==> src/rtl/mips_ctrl_pkg.sv <==
// Shared encodings for the multicycle MIPS controller.
// States, opcodes, ALU/mux select codes and the control word.
package mips_ctrl_pkg;

  typedef enum logic [3:0] {
    S_FETCH     = 4'd0,
    S_DECODE    = 4'd1,
    S_MEM_ADDR  = 4'd2,
    S_MEM_READ  = 4'd3,
    S_MEM_WB    = 4'd4,
    S_MEM_WRITE = 4'd5,
    S_EXECUTE   = 4'd6,
    S_R_WB      = 4'd7,
    S_BRANCH    = 4'd8,
    S_JUMP      = 4'd9
  } state_t;

  localparam logic [5:0] OP_LW    = 6'b100011;
  localparam logic [5:0] OP_SW    = 6'b101011;
  localparam logic [5:0] OP_RTYPE = 6'b000000;
  localparam logic [5:0] OP_BEQ   = 6'b000100;
  localparam logic [5:0] OP_J     = 6'b000010;

  localparam logic [1:0] ALU_ADD   = 2'b00;
  localparam logic [1:0] ALU_SUB   = 2'b01;
  localparam logic [1:0] ALU_FUNCT = 2'b10;

  localparam logic [1:0] SRCB_REG    = 2'b00;
  localparam logic [1:0] SRCB_FOUR   = 2'b01;
  localparam logic [1:0] SRCB_IMM    = 2'b10;
  localparam logic [1:0] SRCB_IMM_SH = 2'b11;

  localparam logic [1:0] PCSRC_ALU    = 2'b00;
  localparam logic [1:0] PCSRC_ALUOUT = 2'b01;
  localparam logic [1:0] PCSRC_JUMP   = 2'b10;

  // fetch_strobe marks FETCH; pc_write/ir_write there are qualified
  // by mem_ready in the top, everything else is pure Moore.
  typedef struct packed {
    logic       pc_write;
    logic       pc_write_cond;
    logic       i_or_d;
    logic       mem_read;
    logic       mem_write;
    logic       mem_to_reg;
    logic       fetch_strobe;
    logic       reg_dst;
    logic       reg_write;
    logic       alu_src_a;
    logic [1:0] alu_src_b;
    logic [1:0] alu_op;
    logic [1:0] pc_source;
  } ctrl_t;

endpackage

==> src/rtl/mc_output_decode.sv <==
// State-to-control-word decode for the multicycle controller.
// Purely combinational; unused state codes give an all-zero word.
import mips_ctrl_pkg::*;

module mc_output_decode (
  input  logic [3:0] i_state,
  output ctrl_t      o_ctrl
);

  // Moore control word per state, zero unless listed
  always_comb begin
    o_ctrl = '0;
    case (i_state)
      S_FETCH: begin
        o_ctrl.mem_read     = 1'b1;
        o_ctrl.fetch_strobe = 1'b1;
        o_ctrl.alu_src_b    = SRCB_FOUR;
        o_ctrl.alu_op       = ALU_ADD;
        o_ctrl.pc_source    = PCSRC_ALU;
      end
      S_DECODE: begin
        o_ctrl.alu_src_b = SRCB_IMM_SH;
        o_ctrl.alu_op    = ALU_ADD;
      end
      S_MEM_ADDR: begin
        o_ctrl.alu_src_a = 1'b1;
        o_ctrl.alu_src_b = SRCB_IMM;
        o_ctrl.alu_op    = ALU_ADD;
      end
      S_MEM_READ: begin
        o_ctrl.mem_read = 1'b1;
        o_ctrl.i_or_d   = 1'b1;
      end
      S_MEM_WB: begin
        o_ctrl.reg_write  = 1'b1;
        o_ctrl.mem_to_reg = 1'b1;
      end
      S_MEM_WRITE: begin
        o_ctrl.mem_write = 1'b1;
        o_ctrl.i_or_d    = 1'b1;
      end
      S_EXECUTE: begin
        o_ctrl.alu_src_a = 1'b1;
        o_ctrl.alu_src_b = SRCB_REG;
        o_ctrl.alu_op    = ALU_FUNCT;
      end
      S_R_WB: begin
        o_ctrl.reg_write = 1'b1;
        o_ctrl.reg_dst   = 1'b1;
      end
      S_BRANCH: begin
        o_ctrl.alu_src_a     = 1'b1;
        o_ctrl.alu_src_b     = SRCB_REG;
        o_ctrl.alu_op        = ALU_SUB;
        o_ctrl.pc_write_cond = 1'b1;
        o_ctrl.pc_source     = PCSRC_ALUOUT;
      end
      S_JUMP: begin
        o_ctrl.pc_write  = 1'b1;
        o_ctrl.pc_source = PCSRC_JUMP;
      end
      default: ;
    endcase
  end

endmodule

==> src/rtl/multicycle_control.sv <==
// Multicycle MIPS main controller: state register, next-state
// logic and sticky illegal-opcode flag; outputs via mc_output_decode.
import mips_ctrl_pkg::*;

module multicycle_control (
  input  logic       clk,
  input  logic       rst_n,
  input  logic [5:0] opcode,
  input  logic       mem_ready,
  output logic       pc_write,
  output logic       pc_write_cond,
  output logic       i_or_d,
  output logic       mem_read,
  output logic       mem_write,
  output logic       mem_to_reg,
  output logic       ir_write,
  output logic       reg_dst,
  output logic       reg_write,
  output logic       alu_src_a,
  output logic [1:0] alu_src_b,
  output logic [1:0] alu_op,
  output logic [1:0] pc_source,
  output logic [3:0] state,
  output logic       illegal_op
);

  logic [3:0] r_state;
  logic       r_illegal;
  ctrl_t      w_ctrl;
  logic       w_fetch_go;

  mc_output_decode u_dec (
    .i_state (r_state),
    .o_ctrl  (w_ctrl)
  );

  // ready is masked by rst_n so the fetch strobes stay low in reset
  assign w_fetch_go    = w_ctrl.fetch_strobe & mem_ready & rst_n;
  assign pc_write      = w_ctrl.pc_write | w_fetch_go;
  assign ir_write      = w_fetch_go;
  assign pc_write_cond = w_ctrl.pc_write_cond;
  assign i_or_d        = w_ctrl.i_or_d;
  assign mem_read      = w_ctrl.mem_read;
  assign mem_write     = w_ctrl.mem_write;
  assign mem_to_reg    = w_ctrl.mem_to_reg;
  assign reg_dst       = w_ctrl.reg_dst;
  assign reg_write     = w_ctrl.reg_write;
  assign alu_src_a     = w_ctrl.alu_src_a;
  assign alu_src_b     = w_ctrl.alu_src_b;
  assign alu_op        = w_ctrl.alu_op;
  assign pc_source     = w_ctrl.pc_source;
  assign state         = r_state;
  assign illegal_op    = r_illegal;

  // state sequencing; bad opcodes fall back to FETCH and latch the flag
  always_ff @(posedge clk or negedge rst_n) begin
    if (!rst_n) begin
      r_state   <= S_FETCH;
      r_illegal <= 1'b0;
    end else begin
      case (r_state)
        S_FETCH:
          if (mem_ready) r_state <= S_DECODE;
        S_DECODE:
          case (opcode)
            OP_LW, OP_SW: r_state <= S_MEM_ADDR;
            OP_RTYPE:     r_state <= S_EXECUTE;
            OP_BEQ:       r_state <= S_BRANCH;
            OP_J:         r_state <= S_JUMP;
            default: begin
              r_state   <= S_FETCH;
              r_illegal <= 1'b1;
            end
          endcase
        S_MEM_ADDR:
          r_state <= (opcode == OP_SW) ? S_MEM_WRITE : S_MEM_READ;
        S_MEM_READ:
          if (mem_ready) r_state <= S_MEM_WB;
        S_MEM_WRITE:
          if (mem_ready) r_state <= S_FETCH;
        S_EXECUTE: r_state <= S_R_WB;
        S_MEM_WB,
        S_R_WB,
        S_BRANCH,
        S_JUMP:    r_state <= S_FETCH;
        default:   r_state <= S_FETCH;
      endcase
    end
  end

endmodule

==> config.mk <==
export PLATFORM = sky130hd
export DESIGN_NAME = multicycle_control
export DESIGN_NICKNAME = d
export VERILOG_FILES = /design/src/rtl/mips_ctrl_pkg.sv /design/src/rtl/mc_output_decode.sv /design/src/rtl/multicycle_control.sv
export SDC_FILE = /design/constraint.sdc
export NUM_CORES = 1
export LEC_CHECK = 0
export ABC_CLOCK_PERIOD_IN_PS = 2500
export BUFFER_PORTS_ARGS = -buffer_cell sky130_fd_sc_hd__buf_2
export CORE_AREA = 2 2 39 41
export CTS_BUF_LIST = sky130_fd_sc_hd__clkbuf_16
export DETAILED_ROUTE_END_ITERATION = 10
export DIE_AREA = 0 0 41 43
export PLACE_DENSITY = 0.71
export RECOVER_POWER = 50
export SYNTH_ARGS = -nofsm -noshare
export SYNTH_HDL_FRONTEND = slang
export SYNTH_SLANG_ARGS = --single-unit
==> constraint.sdc <==
create_clock -name clk -period 2.5 [get_ports clk]
set_input_delay 0.75 -clock clk [delete_from_list [all_inputs] [get_ports clk]]
set_output_delay 0.75 -clock clk [all_outputs]
set_load 0.01 [all_outputs]
==> flow_metrics.tcl, run 1 <==
set metrics [dict create \
    status "finished, final reports clean" \
    timing.final.crit_period_ns 2.320 \
    synth_edf_count 0 \
    cts_max_path_buffers 2 \
    cts_setup_buffers 0 \
    syn_avg_cell_area_um2 7.777 \
    finalHoldViolCount 0 \
    ioPinCount 30 \
    place_congestion 0.7343 \
    fin_nets 104 \
    die_height_um 43 \
    timing.rr.end "illegal_op" \
    tns_ns 0 \
    final_layout_size_suffix_gt1_frac 0.3085 \
    cpMaxStageDelayCell "sky130_fd_sc_hd__dfrtp_1" \
    yosysSeqAreaShare 0.2475 \
    drt_iter0_markers 6 \
    crit-reg2reg-launch "state[0]" \
    placedCellCount 106 \
    met3_length_um 88 \
    setup-violations-final 0 \
    worst_stage_delay_on_the_critical_path_ns 0.49 \
    avgRoutedWirePerCell_um 11.32 \
    timing.critical_path.mode_cell "sky130_fd_sc_hd__or2_1" \
    die-width_um 41 \
    flow.area_growth_from_synthesis_pct 39.36 \
    diodes 0 \
    dp.final_hpwl_um 966.4 \
    netlist-cell-type-count 29 \
    hold_path.class "in -> async" \
    io_buffer_count 29 \
    final_cell_count_no_fill 110 \
    grt_pass1_vias 437 \
    leading_cell_type_by_number_of_instances_after_synthesis "sky130_fd_sc_hd__nor2_1" \
    drt_wl_total_um 1245 \
    critPathKind "reg -> out" \
    cts_root_buf "sky130_fd_sc_hd__clkbuf_16" \
    holdBufCountCts 0 \
    worst_setup_path_start_kind "register" \
    max_clock_freq_ghz 0.4310 \
    syn-num-nets 74 \
    post_drt_via_cell_ratio 5.009 \
    yosysTopAreaCell "sky130_fd_sc_hd__dfrtp_1" \
    core_box_area_um2 1384 \
    power.density_nw_per_um2 964.6 \
    grt_max_degree 14 \
    reg2reg_setup_slack_ns 1.20 \
    count_of_standard_cell_rows 14 \
    design.die.area_um2 1763 \
    clock_skew_ns 0.0007953 \
    cts-htree-levels 1 \
    netlist.area_leader.share 0.2475 \
    grt_remaining_overflow 0 \
    first_pass_grt_wire_length_um 1918 \
    crit_path_cell_trace "or2_1 > nor4_4 > or2_1 > buf_2" \
    power.ir.vdd_worst_uv 433.1 \
    synth_top_cells_by_area "sky130_fd_sc_hd__dfrtp_1 25%, sky130_fd_sc_hd__nor3_1 8.9%, sky130_fd_sc_hd__nor2_1 7.4%" \
    met2RoutedLength_um 568 \
    top_metal_layer_carrying_routed_signals "met4" \
    crit_required_ns 1.75 \
    timing_worst_slew_pin_value_ns 0.4807 \
    synth-seq-cells 5 \
    grt_use_total 0.1572 \
    fin_util 0.5090 \
    ys_async_sr_fraction 1.000 \
    vias 551 \
    timing.critical_path.to_type "output pin" \
    post_synth_most_frequent_cells "10 x sky130_fd_sc_hd__nor2_1, 9 x sky130_fd_sc_hd__nor3_1, 5 x sky130_fd_sc_hd__dfrtp_1" \
    final.period_utilization 0.9281 \
    yosys_warnings 0 \
    worst_case_headroom_to_the_max_slew_limit 0.6795 \
    cts_tree "done" \
    critical-path-top-delay-family "simple AND/OR/NAND/NOR gates" \
    synth_area_um2 505.5 \
    dr.pass1.iters 3 \
    drc_errors 0 \
    worst-path-max-fanout 12 \
    post_synth_top_flop "sky130_fd_sc_hd__dfrtp_1" \
    ctsResizeCount 0 \
    numCtsBuffers 3 \
    antenna_violating_nets_post_route 0 \
    final-max-slew-violation-count 0 \
    cts.reportedPaths.clkPinSlew_ns 0.03 \
    cp.arrival_ns 1.57 \
    rsz0062_at_grt "no" \
    initial_core_util 0.3653 \
    cts.sink_count 5 \
    r2r.worst_path.cells 3 \
    wl_met1_um 570 \
    path_buf_inv 1 \
    postSynthCellCount 65 \
    timing.max_cap.violations 0 \
    power.static_leakage_nw 0.3329 \
    initial_antenna_violation_count 0 \
    clkLatencyLatePin_ns 0.23 \
]
## final cells by class
type / count / area, µm²
fill: 140 / 679.4
timing repair buffer: 30 / 142.6
clock inverter: 1 / 3.754
clock buffer: 3 / 75.07
tap: 16 / 20.02
sequential: 5 / 125.1
multi-input combinational: 52 / 326.6
inverter: 3 / 11.26
## cells in the final DEF (no fill, tap or decap), types with 2 or more instances in the layout
cell,instances
sky130_fd_sc_hd__dfrtp_1,5
sky130_fd_sc_hd__o21ai_0,4
sky130_fd_sc_hd__o21a_1,2
sky130_fd_sc_hd__clkbuf_16,3
sky130_fd_sc_hd__nor3_1,9
sky130_fd_sc_hd__clkbuf_1,8
sky130_fd_sc_hd__xor2_1,2
sky130_fd_sc_hd__nor2_1,10
sky130_fd_sc_hd__or2_1,2
sky130_fd_sc_hd__a31oi_1,2
sky130_fd_sc_hd__buf_2,21
sky130_fd_sc_hd__nor2b_1,4
sky130_fd_sc_hd__inv_1,4
sky130_fd_sc_hd__nand4_1,2
## kinds of logic (layout without fill, tap and decap cells)
group,after synthesis,count (layout),share of synthesized area
AOI/OAI and AO/OA,13,13,0.1807
xor gates and xnor gates,3,3,0.05199
buffers and inverters,8,37,0.1064
DFF,5,5,0.2475
and+or+nand+nor,36,36,0.4134
## report_power, final
group,leakage [nW],internal [mW],switching (mW),total [mW]
Clock,0.0423,0.207,0.0501,0.257
Sequential,0.0626,0.0954,0.0514,0.147
Combinational,0.228,0.119,0.156,0.276
## state kept, by name (all words and copies together), names as in the netlist
signal      count
state           4
illegal_op      1
## worst max-delay path by stage
stage,startpoint,end,slack [ns],depth (start not counted)
3_3_place_gp,rst_n,pc_write,0.35,5
6_report,state[2],pc_write,0.18,4
5_1_grt,state[2],pc_write,0.05,4
4_1_cts,state[2],pc_write,0.16,4
3_5_place_dp,rst_n,pc_write,0.35,5
2_1_floorplan,state[2],pc_source[0],0.39,4
## routing by layer
metal	vias up	global-route usage
met3	2	0.03141
li1	289	-
met5	-	0
met4	0	0.06000
met2	24	0.2469
met1	236	0.2027
## metrics by stage
stage / instance area [µm²] / hold slack [ns] / total power [mW] / setup slack, ns
2_1_floorplan: 505.5 / 0.4544 / 0.3494 / 0.3943
3_3_place_gp: 635.6 / 0.4666 / 0.4252 / 0.3502
3_5_place_dp: 635.6 / 0.4836 / 0.4273 / 0.3460
4_1_cts: 714.4 / 0.3310 / 0.6880 / 0.1579
5_1_grt: 704.4 / 0.4036 / 0.7298 / 0.04529
6_report: 704.4 / 0.3689 / 0.6795 / 0.1797
No activity file was read; power rests on OpenSTA's default activity.
==> run 2, diff against run 1 <==
- PLACE_DENSITY: 0.71 -> 0.82
==> run 2 against run 1 <==
Net effect:
- first-iteration DRC count grew 67%
- clock skew grew 0.00051 ns
- fmax grew 2.1%
- final cell count grew 0.91%
- highest routed layer unchanged
- clock power grew 6%
- worst setup slack gained 0.047 ns
- global-route usage grew 1.7 points
- die area is the same
- via count grew 3.6%
==> flow_metrics.tcl, run 2 (synthesized netlist as in run 1, its figures left out) <==
set metrics [dict create \
    status "finished, final reports clean" \
    final-max-slew-violation-count 0 \
    place_congestion 0.7490 \
    power.density_nw_per_um2 978.3 \
    worst-path-max-fanout 6 \
    preCtsSetupSlack_ns 0.3422 \
    cts.sink_count 5 \
    hold_path.class "in -> async" \
    initial_antenna_violation_count 0 \
    initial_core_util 0.3653 \
    post_drt_via_cell_ratio 5.144 \
    cp.arrival_ns 1.52 \
    dp.final_hpwl_um 1011 \
    io_buffer_count 29 \
    grt_max_degree 14 \
    r2r.worst_path.cells 4 \
    cts_root_buf "sky130_fd_sc_hd__clkbuf_16" \
    timing.critical_path.to_type "output pin" \
    core_box_area_um2 1384 \
    numCtsBuffers 3 \
    tns_ns 0 \
    grt_use_total 0.1741 \
    die-width_um 41 \
    holdBufCountCts 0 \
    count_of_standard_cell_rows 14 \
    layout.cells.most_common "sky130_fd_sc_hd__buf_2" \
    multi_input_area_um2 326.6 \
    grt_pass1_vias 484 \
    drt_iter0_markers 10 \
    power.ir.vdd_worst_uv 362.6 \
    clock_skew_ns 0.001309 \
    fin_util 0.5154 \
    setup-violations-final 0 \
    antenna_violating_nets_post_route 0 \
    grt_remaining_overflow 0 \
    globalRouteMet2Util 0.2906 \
    finalHoldViolCount 0 \
    mostFrequentLayoutCells "22 x sky130_fd_sc_hd__buf_2, 10 x sky130_fd_sc_hd__nor2_1, 9 x sky130_fd_sc_hd__nor3_1, 7 x sky130_fd_sc_hd__clkbuf_1, 5 x sky130_fd_sc_hd__dfrtp_1" \
    ioPinCount 30 \
    timing.final.crit_period_ns 2.273 \
    cts_max_path_buffers 2 \
    max_clock_freq_ghz 0.4400 \
    final.period_utilization 0.9092 \
    critPathKind "in -> out" \
    design.die.area_um2 1763 \
    drt_wl_total_um 1341 \
    timing.max_cap.violations 0 \
    fin_nets 105 \
    drc_errors 0 \
    power.static_leakage_nw 0.3425 \
    worst_slack_ns 0.2270 \
    report.power.total_mw 0.6977 \
    first_pass_grt_wire_length_um 2070 \
    final-seq-area_um2 125.1 \
    dr.pass1.iters 4 \
    grt_util_met3 0.03141 \
    cts_tree "done" \
    postLayoutCellArea_um2 713.2 \
    vias 571 \
    ctsResizeCount 0 \
    worst_case_headroom_to_the_max_slew_limit 0.7048 \
    placed_area_um2 643.1 \
    largest_reg_flops 4 \
    die_height_um 43 \
    avgRoutedWirePerCell_um 12.08 \
    n_fill_cell 141 \
    met1_usage 0.2013 \
    worst_setup_path_start_kind "input port" \
    cts_setup_buffers 0 \
    cts-htree-levels 1 \
    diodes 0 \
    crit_required_ns 1.75 \
    timing_worst_slew_pin_value_ns 0.4427 \
    busiest_layer "met2" \
    cts.reportedPaths.clkPinSlew_ns 0.04 \
    clkLatencyLatePin_ns 0.23 \
    rsz0062_at_grt "no" \
    final_layout_size_suffix_gt1_frac 0.3263 \
    flow.area_growth_from_synthesis_pct 41.09 \
]
-- run 2: per-layer routing --
layer  up-vias  part of all wire
met5         -                 0
met4         0             0.014
met3         2             0.060
met2        24              0.50
met1       252              0.43
li1        293                 -
-- run 2: final timing paths --
path,startpoint,endpoint,slack (ns)
max in group asynchronous,rst_n,state[0],1.90
min in group clk,illegal_op,illegal_op,0.49
hold / removal,rst_n,illegal_op,0.37
hold reg to reg,illegal_op,illegal_op,0.49
setup / recovery,rst_n,pc_write,0.23
setup reg to reg,state[2],state[2],1.20
-- run 2: worst max-delay path: stages --
cell,delay (ns)
sky130_fd_sc_hd__clkbuf_1,0.24
sky130_fd_sc_hd__nand2_1,0.14
sky130_fd_sc_hd__nor4_4,0.15
sky130_fd_sc_hd__or2_1,0.12
sky130_fd_sc_hd__buf_2,0.12
-- run 2: through the flow --
| step | hold WS, ns | cells |
|---|---|---|
| floorplan | 0.4544 | 65 |
| global placement | 0.4736 | 107 |
| detailed placement | 0.4678 | 107 |
| CTS | 0.3340 | 111 |
| global route | 0.4095 | 111 |
| finish | 0.3744 | 111 |
-- run 2: report_power, final --
part           total [mW]  internal (mW)  switching (mW)
Sequential          0.140         0.0954          0.0444
Clock               0.272          0.208          0.0637
Combinational       0.286          0.124           0.162
-- run 2: area by class of cell --
class,count,area share
flip-flops and latches,5,0.1754
clock inverters,1,0.005263
inverters,3,0.01579
clock buffers,3,0.1053
multi-input cells,52,0.4579
repair buffers,31,0.2123
well taps,16,0.02807
